<file path="src/rtl/uart_pkg.sv">
// uart_pkg: shared types and constants for the UART receive path.
package uart_pkg;

    typedef enum logic [2:0] {
        IDLE,
        START,
        DATA,
        STOP,
        BREAK
    } uart_rx_state_t;

    localparam int UART_DEFAULT_CLKS_PER_BIT = 434;
    localparam int UART_DATA_BITS            = 8;

endpackage

</file>
<file path="src/rtl/sync_2ff.sv">
// sync_2ff: 1-bit two-flop synchronizer for an asynchronous input.
module sync_2ff #(
    parameter logic RESET_VAL = 1'b1
) (
    input  logic clk,
    input  logic reset_n,
    input  logic d,
    output logic q
);

    logic meta;

    always_ff @(posedge clk or negedge reset_n) begin
        if (!reset_n) begin
            meta <= RESET_VAL;
            q    <= RESET_VAL;
        end else begin
            meta <= d;
            q    <= meta;
        end
    end

endmodule

</file>
<file path="src/rtl/uart_rx.sv">
// uart_rx: 8N1 serial receiver with sticky done/overrun flags and a frame-error pulse.
module uart_rx
    import uart_pkg::*;
#(
    parameter int CLKS_PER_BIT = UART_DEFAULT_CLKS_PER_BIT
) (
    input  logic                      clk,
    input  logic                      reset_n,
    input  logic                      uart_rxd,
    input  logic                      rx_clear,
    output logic [UART_DATA_BITS-1:0] rx_data,
    output logic                      rx_done,
    output logic                      overrun,
    output logic                      frame_err,
    output logic                      busy
);

    localparam int CW = $clog2(CLKS_PER_BIT);
    localparam logic [CW-1:0] FULL = CW'(CLKS_PER_BIT - 1);
    localparam logic [CW-1:0] HALF = CW'(CLKS_PER_BIT / 2 - 1);

    logic                      rxd_s;
    uart_rx_state_t            state, state_n;
    logic [CW-1:0]             cnt, cnt_n;
    logic [2:0]                idx, idx_n;
    logic [UART_DATA_BITS-1:0] shreg, shreg_n, data_n;
    logic                      done_n, ovr_n, ferr_n;
    logic                      expired;

    sync_2ff #(.RESET_VAL(1'b1)) u_sync (
        .clk     (clk),
        .reset_n (reset_n),
        .d       (uart_rxd),
        .q       (rxd_s)
    );

    assign expired = (cnt == '0);
    assign busy    = (state != IDLE);

    always_ff @(posedge clk or negedge reset_n) begin
        if (!reset_n) begin
            state     <= IDLE;
            cnt       <= '0;
            idx       <= '0;
            shreg     <= '0;
            rx_data   <= '0;
            rx_done   <= 1'b0;
            overrun   <= 1'b0;
            frame_err <= 1'b0;
        end else begin
            state     <= state_n;
            cnt       <= cnt_n;
            idx       <= idx_n;
            shreg     <= shreg_n;
            rx_data   <= data_n;
            rx_done   <= done_n;
            overrun   <= ovr_n;
            frame_err <= ferr_n;
        end
    end

    always_comb begin
        state_n = state;
        cnt_n   = expired ? cnt : cnt - 1'b1;
        idx_n   = idx;
        shreg_n = shreg;
        data_n  = rx_data;
        done_n  = rx_clear ? 1'b0 : rx_done;
        ovr_n   = rx_clear ? 1'b0 : overrun;
        ferr_n  = 1'b0;
        case (state)
            IDLE: begin
                if (!rxd_s) begin
                    cnt_n   = HALF;
                    state_n = START;
                end
            end
            START: begin
                if (expired) begin
                    if (rxd_s) begin
                        state_n = IDLE;
                    end else begin
                        cnt_n   = FULL;
                        idx_n   = '0;
                        state_n = DATA;
                    end
                end
            end
            DATA: begin
                if (expired) begin
                    shreg_n = {rxd_s, shreg[UART_DATA_BITS-1:1]};
                    cnt_n   = FULL;
                    if (idx == 3'd7) state_n = STOP;
                    else             idx_n   = idx + 3'd1;
                end
            end
            STOP: begin
                if (expired) begin
                    if (rxd_s) begin
                        state_n = IDLE;
                        // A clear in the delivery cycle frees the slot for the new byte.
                        if (!rx_done || rx_clear) begin
                            data_n = shreg;
                            done_n = 1'b1;
                        end else begin
                            ovr_n = 1'b1;
                        end
                    end else begin
                        ferr_n  = 1'b1;
                        state_n = BREAK;
                    end
                end
            end
            BREAK: begin
                if (rxd_s) state_n = IDLE;
            end
            default: state_n = IDLE;
        endcase
    end

endmodule

</file>
<file path="config.mk">
export PLATFORM = sky130hd
export DESIGN_NAME = uart_rx
export DESIGN_NICKNAME = d
export VERILOG_FILES = /design/src/rtl/uart_pkg.sv /design/src/rtl/sync_2ff.sv /design/src/rtl/uart_rx.sv
export SDC_FILE = /design/constraint.sdc
export NUM_CORES = 1
export LEC_CHECK = 0
export CAP_MARGIN = 20
export CORE_MARGIN = 4
export CORE_UTILIZATION = 60
export DETAILED_ROUTE_END_ITERATION = 10
export PLACE_DENSITY = 0.83
export SYNTH_ARGS = -nofsm -noshare
export SYNTH_HDL_FRONTEND = slang
export SYNTH_SLANG_ARGS = --single-unit
</file>
<file path="constraint.sdc">
create_clock -name clk -period 5.9 [get_ports clk]
set_clock_uncertainty 0.15 [all_clocks]
set_input_delay 0.885 -clock clk [delete_from_list [all_inputs] [get_ports clk]]
set_output_delay 0.885 -clock clk [all_outputs]
set_load 0.005 [all_outputs]
</file>
==> impl_metrics.ini <==
[routing]
wl_per_cell_um = 16.1
routed-via-count = 1237
route.detailed.drc = 0
vias_per_cell = 6.31
firstDrtPassIters = 4
postRouteAntennaNets = 0
drtIter0Drc = 107
drt_wl_total_mm = 3.15

[synthesis]
synth-seq-cells = 36
synth_top_family_by_area = simple AND/OR/NAND/NOR gates
synthMuxAreaShare_pct = 12.9
ys_seq_area_share_pct = 52.6
synth.net_count = 155
yosys.area_share.adder_pct = 3.64
synthSimpleGateAreaFrac_pct = 16.2
synth_edf_count = 0
synth_top_flop_cell = dfrtp_1
synth_xor_area_share_pct = 1.02
synthArstFlopShare_pct = 100
yosys.cell_types.count = 45
netlist_instances = 146
yosysWarnings = 0
synth_compound_area_share_pct = 10.6
synth.cell_area_um2 = 1720
syn_area_per_cell_um2 = 11.8

[place]
io_buffers = 15
place_hpwl_mm = 2.24
globalplace.congestion = 0.851

[global_route]
grt_max_degree = 37
antenna_found_initial = 0
grt_use_met2_pct = 30.8
grtUsageMet3_pct = 7.34
track_usage_pct = 19.6
grt_pass1_vias = 1202
grt.busiest_layer = met2
gr-total-overflow = 0
grtUsageMet1_pct = 24.9
grt_pass1_wl_mm = 5.33

[worst_setup_path]
reg2reg_to = cnt[0]$_DFF_PN0_
crit_path_end = busy
worstSetupStartpointType = register
regToRegStartpoint = cnt[0]$_DFF_PN0_
cp_cell_sequence = or3_1 -> clkdlybuf4s50_1
criticalPathCategory = reg -> out
worstPathMaxFanout = 14
path_depth = 2
critPathMaxStageDelay_ps = 540
reg2reg_depth = 10
crit_required_ps = 4870
cp-end-kind = output port
crit_family = flip-flops
crit_start = state[2]$_DFFE_PN0P_
worst-path-buf-inv = 1
slowest_stage = dfrtp_1
rrSetupSlack_ps = 3100
cp.arrival_ps = 1770

[power_and_ir_drop]
vdd_ir_drop_max_uv = 221
powerDensity_nw_per_um2 = 217
p_leak_nw = 0.923

[layout]
num-nets-final = 173
layout-drive-gt1-share_pct = 20.6
antenna_cells = 0
fillers = 198
area_growth_pct = 14.5

[job]
cap_violations = 0

[sta]
setup_viol = 0
setup_tns_ps = 0
period_minus_slack_ps = 2810
grt_setup_unrepaired = no
holdWs_ps = 211
maxSlewHeadroom_pct = 65.5
hold_violations = 0
slew_violations = 0
max_freq_mhz = 356
tightest_slew_ps = 515
fin_crit_sh_pct = 47.6

[cts]
numCtsBuffers = 5
cts_sinks = 36
htreeDepth = 2
cts_hold_buf = 0
root_buffer = clkbuf_4
postCtsResizedCells = 0
tritoncts = yes
clk_latency_ps = 340
clk_path_buf_depth = 2
post_cts_buffers = 0
clk_pin_slew_ps = 110

[floorplan]
die_area_um2 = 3780
die_x_um = 61.5
start_util_pct = 62.8
rows = 19
core_um2 = 2730
io_pins = 16
die_h_um = 61.5

[run_status]
status = completed

[worst_hold_path]
hold_path_class = reg -> reg
-- per-stage QoR --
stage / util [%] / instance area [µm²] / worst slack (ps) / instances / total power, mW
after CTS: 71.9 / 1970 / 3090 / 196 / 0.430
final: 71.9 / 1970 / 3090 / 196 / 0.426
after floorplan: - / 1720 / 3500 / 146 / 0.255
after detailed placement: 69.1 / 1890 / 3160 / 188 / 0.263
after global routing: 71.9 / 1970 / 2940 / 196 / 0.441
after global placement: 69.1 / 1890 / 3260 / 188 / 0.262
-- power by group --
| group | switching, mW | internal (mW) | leakage (nW) |
|---|---|---|---|
| Combinational | 0.00533 | 0.00282 | 0.403 |
| Sequential | 0.00140 | 0.248 | 0.478 |
| Clock | 0.0797 | 0.0888 | 0.0422 |
-- placed cells by master, fill, tap and decap left out, types with 3 or more instances in the layout --
master,instances
inv_1,4
a21oi_1,5
dfrtp_1,34
mux2_2,17
ha_1,5
nor2_1,12
clkbuf_4,5
clkdlybuf4s50_1,15
nand3_1,4
or3_1,4
nand2_1,9
mux2i_1,3
a22o_1,3
-- final cells by class --
cell class	instances	area [µm²]	share of cell area, %
repair buffers	17	165	8.40
clock inverters	2	35.0	1.78
clock buffers	6	41.3	2.10
flip-flops and latches	36	903	46.0
well taps	31	38.8	1.97
inverters	5	21.3	1.08
multi-input cells	99	761	38.7
-- Yosys cell counts (all sizes together), types with 2 or more instances --
cell	n	share of area, %
dfrtp	34	50
mux2	17	11
nor2	12	2.6
nand2	9	2.0
a21oi	5	1.5
ha	5	3.6
inv	5	1.2
or3	5	2.1
nand3	4	1.2
a22o	3	1.5
buf	3	1.2
clkbuf	3	0.66
mux2i	3	1.7
a211oi	2	0.87
a31oi	2	0.73
dfstp	2	3.1
nand2b	2	0.73
nand3b	2	0.87
nor3	2	0.58
nor4	2	0.73
o21ai	2	0.58
o311ai	2	1.0
xnor2	2	1.0
-- how the worst min path moves through the flow --
| stage | startpoint | slack (ps) | endpoint | depth (start not counted) |
|---|---|---|---|---|
| after floorplan | u_sync.meta$_DFF_PN1_ | 200 | u_sync.q$_DFF_PN1_ | 0 |
| after global placement | u_sync.meta$_DFF_PN1_ | 200 | u_sync.q$_DFF_PN1_ | 0 |
| after detailed placement | u_sync.meta$_DFF_PN1_ | 200 | u_sync.q$_DFF_PN1_ | 0 |
| after CTS | u_sync.meta$_DFF_PN1_ | 210 | u_sync.q$_DFF_PN1_ | 0 |
| after global routing | u_sync.meta$_DFF_PN1_ | 220 | u_sync.q$_DFF_PN1_ | 0 |
| final | u_sync.meta$_DFF_PN1_ | 210 | u_sync.q$_DFF_PN1_ | 0 |
-- state kept, by name, indices dropped and copies added (netlist names) --
| signal | flops |
|---|---|
| cnt | 9 |
| frame_err | 1 |
| idx | 3 |
| overrun | 1 |
| rx_data | 8 |
| rx_done | 1 |
| shreg | 8 |
| state | 3 |
| u_sync.meta | 1 |
| u_sync.q | 1 |
-- metal layers --
layer,vias up,part of all wire (%)
met5,-,0
met4,0,1.7
met3,7,5.3
met2,34,49
met1,622,44
li1,574,-
-- cell families after synthesis --
logic type      after synthesis
simple gates                 47
flops                        36
compound gates               25
mux                          20
buf+inv                      11
fa+ha+maj                     5
xor+xnor                      2
Note: power is estimated with default switching activity, not from simulation.
